===== src/rtl/dpram_burst_reader_pkg.sv =====
// Shared widths, stream payload and FSM states for the dual-port RAM burst reader.
package dpram_burst_reader_pkg;

   localparam int unsigned AWIDTH    = 11;
   localparam int unsigned NUM_WORDS = 2048;
   localparam int unsigned DWIDTH    = 64;
   localparam int unsigned LWIDTH    = 12;

   typedef enum logic [1:0] {
      IDLE  = 2'd0,
      READ  = 2'd1,
      DRAIN = 2'd2
   } state_t;

   typedef struct packed {
      logic              last;
      logic [DWIDTH-1:0] data;
   } word_t;

endpackage


===== src/rtl/dpram_burst_reader_skid_fifo2.sv =====
// Two-entry skid FIFO; slot0 is always the head, contents hold when idle.
module dpram_burst_reader_skid_fifo2
   import dpram_burst_reader_pkg::*;
(
   input  logic       clk,
   input  logic       reset,
   input  logic       push,
   input  word_t      din,
   input  logic       pop,
   output logic [1:0] count,
   output word_t      head
);

   word_t slot0;
   word_t slot1;

   always_ff @(posedge clk or posedge reset) begin
      if (reset) begin
         slot0 <= '0;
         slot1 <= '0;
         count <= 2'd0;
      end else begin
         unique case ({push, pop})
            2'b10: begin
               if (count == 2'd0) begin
                  slot0 <= din;
                  count <= 2'd1;
               end else if (count == 2'd1) begin
                  slot1 <= din;
                  count <= 2'd2;
               end
            end
            2'b01: begin
               if (count != 2'd0) begin
                  slot0 <= slot1;
                  count <= count - 2'd1;
               end
            end
            2'b11: begin
               // Simultaneous push/pop keeps occupancy; new word lands behind the survivor.
               if (count == 2'd2) begin
                  slot0 <= slot1;
                  slot1 <= din;
               end else begin
                  slot0 <= din;
                  count <= 2'd1;
               end
            end
            default: ;
         endcase
      end
   end

   assign head = slot0;

endmodule


===== src/rtl/dpram_burst_reader.sv =====
// Burst reader: streams a contiguous, wrapping run of RAM words out through a
// credit-controlled 2-entry skid buffer that absorbs the 1-cycle read latency.
module dpram_burst_reader
   import dpram_burst_reader_pkg::*;
(
   input  logic              clk,
   input  logic              reset,
   input  logic              start,
   input  logic [AWIDTH-1:0] base_addr,
   input  logic [LWIDTH-1:0] length,
   output logic              busy,
   output logic              done,
   output logic [AWIDTH-1:0] ram_addr,
   output logic              ram_wren,
   input  logic [DWIDTH-1:0] ram_rdata,
   output logic              m_valid,
   input  logic              m_ready,
   output logic [DWIDTH-1:0] m_data,
   output logic              m_last
);

   state_t            state;
   state_t            state_nxt;
   logic [AWIDTH-1:0] addr;
   logic [LWIDTH-1:0] remaining;
   logic              inflight;
   logic              inflight_last;
   logic [1:0]        count;
   word_t             head;
   word_t             push_word;
   logic              busy_nxt;
   logic              done_nxt;
   logic              pop_c;
   logic              accept_c;
   logic              issue_c;
   logic              drained_c;

   assign pop_c    = m_valid & m_ready;
   // A start coinciding with the done pulse is dropped.
   assign accept_c = (state == IDLE) && start && !done;
   assign issue_c  = (state == READ) && (remaining != '0) &&
                     (({1'b0, count} + 3'(inflight)) < (3'd2 + 3'(pop_c)));
   // Buffer goes empty at this edge with nothing left in the RAM pipe.
   assign drained_c = !inflight && ((count == 2'd0) || ((count == 2'd1) && pop_c));

   always_ff @(posedge clk or posedge reset) begin
      if (reset) state <= IDLE;
      else       state <= state_nxt;
   end

   always_comb begin
      state_nxt = state;
      busy_nxt  = busy;
      done_nxt  = 1'b0;
      unique case (state)
         IDLE: begin
            if (accept_c) begin
               if (length != '0) begin
                  state_nxt = READ;
                  busy_nxt  = 1'b1;
               end else begin
                  done_nxt  = 1'b1;
               end
            end
         end
         READ: begin
            if (issue_c && (remaining == LWIDTH'(1))) state_nxt = DRAIN;
         end
         DRAIN: begin
            if (done) begin
               state_nxt = IDLE;
            end else if (drained_c) begin
               done_nxt  = 1'b1;
               busy_nxt  = 1'b0;
            end
         end
         default: state_nxt = IDLE;
      endcase
   end

   // Address/length bookkeeping; AWIDTH-bit increment wraps modulo NUM_WORDS.
   always_ff @(posedge clk or posedge reset) begin
      if (reset) begin
         addr          <= '0;
         remaining     <= '0;
         inflight      <= 1'b0;
         inflight_last <= 1'b0;
         busy          <= 1'b0;
         done          <= 1'b0;
      end else begin
         busy          <= busy_nxt;
         done          <= done_nxt;
         inflight      <= issue_c;
         inflight_last <= issue_c && (remaining == LWIDTH'(1));
         if (accept_c) begin
            addr      <= base_addr;
            remaining <= (length > LWIDTH'(NUM_WORDS)) ? LWIDTH'(NUM_WORDS) : length;
         end else if (issue_c) begin
            addr      <= addr + AWIDTH'(1);
            remaining <= remaining - LWIDTH'(1);
         end
      end
   end

   assign push_word.data = ram_rdata;
   assign push_word.last = inflight_last;

   dpram_burst_reader_skid_fifo2 u_fifo (
      .clk   (clk),
      .reset (reset),
      .push  (inflight),
      .din   (push_word),
      .pop   (pop_c),
      .count (count),
      .head  (head)
   );

   assign ram_addr = addr;
   assign ram_wren = 1'b0;
   assign m_valid  = (count != 2'd0);
   assign m_data   = head.data;
   assign m_last   = head.last;

endmodule

===== config.mk =====
export PLATFORM = sky130hd
export DESIGN_NAME = dpram_burst_reader
export DESIGN_NICKNAME = d
export VERILOG_FILES = /design/src/rtl/dpram_burst_reader_pkg.sv /design/src/rtl/dpram_burst_reader_skid_fifo2.sv /design/src/rtl/dpram_burst_reader.sv
export SDC_FILE = /design/constraint.sdc
export NUM_CORES = 1
export LEC_CHECK = 0
export CORE_ASPECT_RATIO = 0.8
export CORE_UTILIZATION = 50
export CTS_CLUSTER_SIZE = 30
export DETAILED_ROUTE_END_ITERATION = 8
export MAX_ROUTING_LAYER = met4
export PLACE_DENSITY = 0.9
export SLEW_MARGIN = 10
export SYNTH_ARGS = -nofsm -noshare
export SYNTH_HDL_FRONTEND = slang
export SYNTH_SLANG_ARGS = --single-unit

===== constraint.sdc =====
create_clock -name clk -period 6.9 [get_ports clk]
set_input_delay 0.69 -clock clk [delete_from_list [all_inputs] [get_ports clk]]
set_output_delay 0.69 -clock clk [all_outputs]
set_load 0.01 [all_outputs]

## Word-level counts from Yosys, hierarchy flattened

Index checks and enable logic that the tools add are counted.

| storage, ports and cells | value |
|---|---|
| register bits after elaboration | 161 |
| input port bits | 91 |
| word-level logic and storage cells | 98 |

| operators by class | value |
|---|---|
| add/sub/neg operators | 5 |
| magnitude comparators | 2 |
| eq/ne operators | 21 |
| multiplexer cells | 33 |
| bitwise operators | 1 |
| reduce and logical (&&, ||, !) cells | 24 |

Operator list:

| kind | number |
|---|---|
| $mux W65 | 6 |
| $pmux W65 S3 | 1 |
| $pmux W65 S2 | 1 |
| $mux W12 | 3 |
| $reduce_bool A12 Y1 | 2 |
| $mux W11 | 2 |
| $ne A2 B2 Y1 const B | 9 |
| $mux W2 | 8 |
| $eq A12 B1 Y1 const B | 1 |
| $gt A12 B12 Y1 const B | 1 |
| $pmux W2 S3 | 2 |
| $reduce_and A4 Y1 | 3 |
| $sub A12 B1 Y12 const B | 1 |
| $add A11 B1 Y11 const B | 1 |
| $eq A2 B2 Y1 const B | 4 |
| $mux W1 | 8 |
| $reduce_bool A2 Y1 | 4 |
| $logic_and A1 B1 Y1 | 7 |
| $eq A2 B1 Y1 const B | 3 |
| $ne A2 B1 Y1 const B | 3 |
| $reduce_and A5 Y1 | 1 |
| $logic_not A2 Y1 | 2 |
| $pmux W1 S2 | 2 |
| $add A2 B1 Y3 | 1 |
| other kinds (9) | 10 |

## Depth between registers and ports, before layout

| logic depth | value |
|---|---|
| depth after elaboration | 8 |
| mapped depth | 9 |
| mapped depth without buffers | 8 |

## Cells and area by module

A second synthesis with hierarchy kept.

| unflattened totals | value |
|---|---|
| cell total of the unflattened synthesis | 727 |
| area total of the unflattened synthesis | 7742.4 µm² |

Modules (own cells, without submodules):

| module | times used | cells each | area each (µm²) |
|---|---|---|---|
| dpram_burst_reader_skid_fifo2 | 1 | 535 | 5992.0 |
| dpram_burst_reader | 1 | 192 | 1750.4 |

## Least setup slack after synthesis

No wires, ideal clock.

| path | value |
|---|---|
| path kind | input to register |
| from | in m_ready |
| to | reg u_fifo.slot1[0] (netlist name) |
| library setup time | 0.125 ns |
| arrival time | 2.300 ns |
| required time | 6.775 ns |
| setup slack | 4.475 ns |
| stages | 6 |
| path buffers | 3 |
| cell sequence | clkbuf_1 nand2b_1 a211oi_1 clkbuf_1 clkbuf_1 mux2_2 |

| between the ends | value |
|---|---|
| word-level cells in the longest chain between the ends | 4 |
| elaborated cells between the ends (all ways) | 9 |

RTL lines:

| element | line | source |
|---|---|---|
| start: declaration | dpram_burst_reader.sv:17 | `input logic m_ready,` |
| $and A1 B1 Y1 * | dpram_burst_reader.sv:38 | `assign pop_c = m_valid & m_ready;` |
| $eq A2 B2 Y1 | dpram_burst_reader_skid_fifo2.sv:23 | `unique case ({push, pop})` |
| $ne A2 B1 Y1 (no line) (tied with other cells) | -- |  |
| $reduce_and A4 Y1 (no line) | -- |  |
| end signal: assignment | dpram_burst_reader_skid_fifo2.sv:29 | `slot1 <= din;` |
| end signal: assignment | dpram_burst_reader_skid_fifo2.sv:43 | `slot1 <= din;` |
| end: declaration | dpram_burst_reader_skid_fifo2.sv:15 | `word_t slot1;` |

Every way passes the cells marked *; elsewhere a longest branch is shown, timed or not.
A chain may end at the register's enable or synchronous reset.

## Worst setup path after layout

| path | value |
|---|---|
| from | reg u_fifo.count[0] |
| to | reg u_fifo.slot0 (netlist bit u_fifo.head[62]) |

| between the ends | value |
|---|---|
| word-level cells in the longest chain between the ends | 5 |
| elaborated cells between the ends (all ways) | 13 |

RTL lines:

| element | line | source |
|---|---|---|
| start: declaration | dpram_burst_reader_skid_fifo2.sv:10 | `output logic [1:0] count,` |
| start signal: assignment | dpram_burst_reader_skid_fifo2.sv:36 | `count <= count - 2'd1;` |
| $reduce_bool A2 Y1 | dpram_burst_reader_skid_fifo2.sv:34, dpram_burst_reader.sv:120 |  |
| $and A1 B1 Y1 | dpram_burst_reader.sv:38 |  |
| $eq A2 B2 Y1 / $eq A2 B1 Y1 (equally long branches) | dpram_burst_reader_skid_fifo2.sv:23 |  |
| $ne A2 B2 Y1 (no line) / $reduce_bool A3 Y1 (equally long branches) | -- |  |
| $reduce_and A3 Y1 (no line) | -- |  |
| end signal: assignment | dpram_burst_reader_skid_fifo2.sv:26 | `slot0 <= din;` |
| end signal: assignment | dpram_burst_reader_skid_fifo2.sv:35 | `slot0 <= slot1;` |
| end signal: assignment | dpram_burst_reader_skid_fifo2.sv:42 | `slot0 <= slot1;` |
| end: declaration | dpram_burst_reader_skid_fifo2.sv:14 | `word_t slot0;` |

Several ways; a longest one is shown, not always the timed one.

==> metrics.cfg <==
[run_status]
outcome=finished, final reports clean

[detailed_routing]
wl_per_cell_um=17.0
drt_pass1_iterations=5
routed_wirelength_um=16700
ant_nets=0
drt_iter0_drc=329
via_per_inst=5.51
vias=5408
drc=0

[worst_setup_path]
cp.arrival_ns=3.43
cp.buffers_inverters=2
cp.required_ns=7.14
max_stage_delay_ns=0.76
crit_chain=inv_1 -> ha_1 -> nor2b_1 -> a21oi_4 -> buf_4 -> o21ai_0
slowest_stage=buf_4
cpLargestDelayFamily=compound AO/OA/AOI/OAI gates
crit_path_start_kind=flop
cp-end-kind=flop
crit_path_max_fanout=92
critPathKind=flop to flop

[power]
ir_drop_mv=0.307
finalPower_mw=4.57
p_leak_nw=4.31
powerDensity_mw_per_mm2=471

[clock_network]
cts_sinks=161
clock_insertion_delay_worst_skew_ns=0.42
clk_pin_slew_ns=0.07
cts_tree=done
clockBufferDepth=2
postCtsHoldBufs=0
cts_resized=0
cts_buffers=17
ctsRootBufferMaster=clkbuf_16
post-cts-setup-buffers=0
htreeDepth=4

[synthesis]
synth_edf_count=0
ys.flop_type=dfrtp_1
synthDominantCellAreaShare=0.554
synth.most_common_cell=dfrtp_1
yosysWarnings=0
synth_area_leaders=dfrtp_1 (55%), mux2_2 (10%), mux2i_1 (9.2%), o21ai_0 (5.4%), nand2_1 (4.1%)
synth_cells=630
syn_avg_cell_area_um2=11.5
synth-seq-area-share=0.554
async_flop_share=1.00
yosysTopAreaCell=dfrtp_1
synthesis.nets=730
ys_seq_elements=161
synth_common_cells=dfrtp_1 (161), nand2_1 (80), o21ai_0 (78)
netlist-cell-type-count=52
syn_area_mm2=0.00727

[finish]
area_growth_pct=33.4
drive_gt1_frac=0.147
design_area_mm2=0.00970
nNetsFinal=884
insertedDiodeCount=0

[placed_design]
port_buffers=169
hpwl_um=11000
routabilityCongestion=0.859
place_area_mm2=0.00909
preCtsSetupSlack_ns=3.48

[min_path]
hp-class=flop to flop

[floorplan]
start_util=0.510
chipHeight_um=110
dieWidth_um=137
die_area_mm2=0.0150
rows=39
fp.coreArea_mm2=0.0142
num_io_pins=171

[sta]
fin_worst_skew_ns=0.00828
drv_slew=0
max_slew_margin=0.373
setup_viol=0
fmax_mhz=314
final.min_clock_period_ns=3.19
timing.final.ws_setup_ns=3.71
finalSetupTns_ns=0
fin_crit_sh=0.462
hold_violations=0
worstMarginPinSlew_ns=0.937
rsz0062_at_grt=no

[global_routing]
grt_util_all_layers=0.237
antenna_found_initial=0
grt-ovfl-total=0
grt_start_max_net_pins=96
grt_pass1_vias=5358
grt_first_pass_wirelength_um=26400

[job]
maxCapViolCount=0

cell usage in the layout, fill, tap and decap left out, types with 5 or more instances in the layout:
master           netlist  routed
clkdlybuf4s50_1        0     169
dfrtp_1              161     161
nand2_1               80      80
o21ai_0               78      77
mux2i_1               67      67
mux2_2                65      65
clkbuf_16              0      17
nor2_1                14      14
nand3_1               12      12
inv_1                 12      11
a21oi_1               11      10
nor3_1                10      10
nor4_1                 9       9
ha_1                   9       9
a211oi_1               8       7
xnor2_1                7       7
nor3b_1                5       5
inv_6                  0       5
path summary, 6_finish.rpt:
kind                                 start               end  slack [ns]  cells after the start
max                        u_fifo.count[0]   u_fifo.head[62]        3.71                      6
min reg2reg                 u_fifo.head[3]    u_fifo.head[3]        0.48                      2
min in group asynchronous            reset  u_fifo.slot1[29]        0.80                      2
min                         u_fifo.head[3]    u_fifo.head[3]        0.48                      2
max reg2reg                u_fifo.count[0]   u_fifo.head[62]        3.71                      6
max in group asynchronous            reset       ram_addr[8]        4.66                      3
power by group:
group / internal (mW) / switching [mW]
logic: 0.966 / 0.908
clock network: 0.573 / 0.403
registers: 1.41 / 0.312
kinds of logic after synthesis:
family                     after synthesis  share of synthesized area
buffers and inverters                   51                     0.0310
and+or+nand+nor                        152                      0.104
AOI/OAI and AO/OA                      116                     0.0919
DFF                                    161                      0.554
adders and majority gates                9                     0.0155
other                                    1                   0.000516
muxes                                  133                      0.195
xor gates and xnor gates                 7                    0.00843
worst reg2reg max path, stage by stage (launching register included):
cell and delay, ns:
dfrtp_1 0.46, inv_1 0.12, ha_1 0.43, nor2b_1 0.20, a21oi_4 0.68, buf_4 0.77, o21ai_0 0.36
area by class of cell:
| class | instances | area, um2 |
|---|---|---|
| fillers | 1047 | 4550 |
| flip-flops and latches | 161 | 4030 |
| multi-input cells | 418 | 3050 |
| repair buffers | 173 | 1720 |
| clock buffers | 17 | 425 |
| well taps | 184 | 230 |
| clock inverters | 15 | 183 |
| inverters | 13 | 56.3 |
sequential cells by signal (all words and copies together) (netlist names):
register,cells
u_fifo.head,65
u_fifo.slot1,65
remaining,12
ram_addr,11
state,2
u_fifo.count,2
busy,1
done,1
inflight,1
inflight_last,1
layer usage:
layer | wire length, um | vias to the layer above | part of all wire | track usage
li1 | - | 2541 | - | -
met1 | 7670 | 2684 | 0.46 | 0.316
met2 | 7680 | 163 | 0.46 | 0.350
met3 | 1130 | 20 | 0.067 | 0.0678
met4 | 234 | 0 | 0.014 | 0.0808
met5 | 0 | - | 0 | -
metrics by stage:
step,utilization,instances,hold slack [ns]
2_1_floorplan,-,630,0.479
3_3_place_gp,0.638,949,0.461
3_5_place_dp,0.638,949,0.470
4_1_cts,0.681,981,0.484
5_1_grt,0.681,981,0.497
6_report,0.681,981,0.478
No activity file was read; power rests on OpenSTA's default activity.
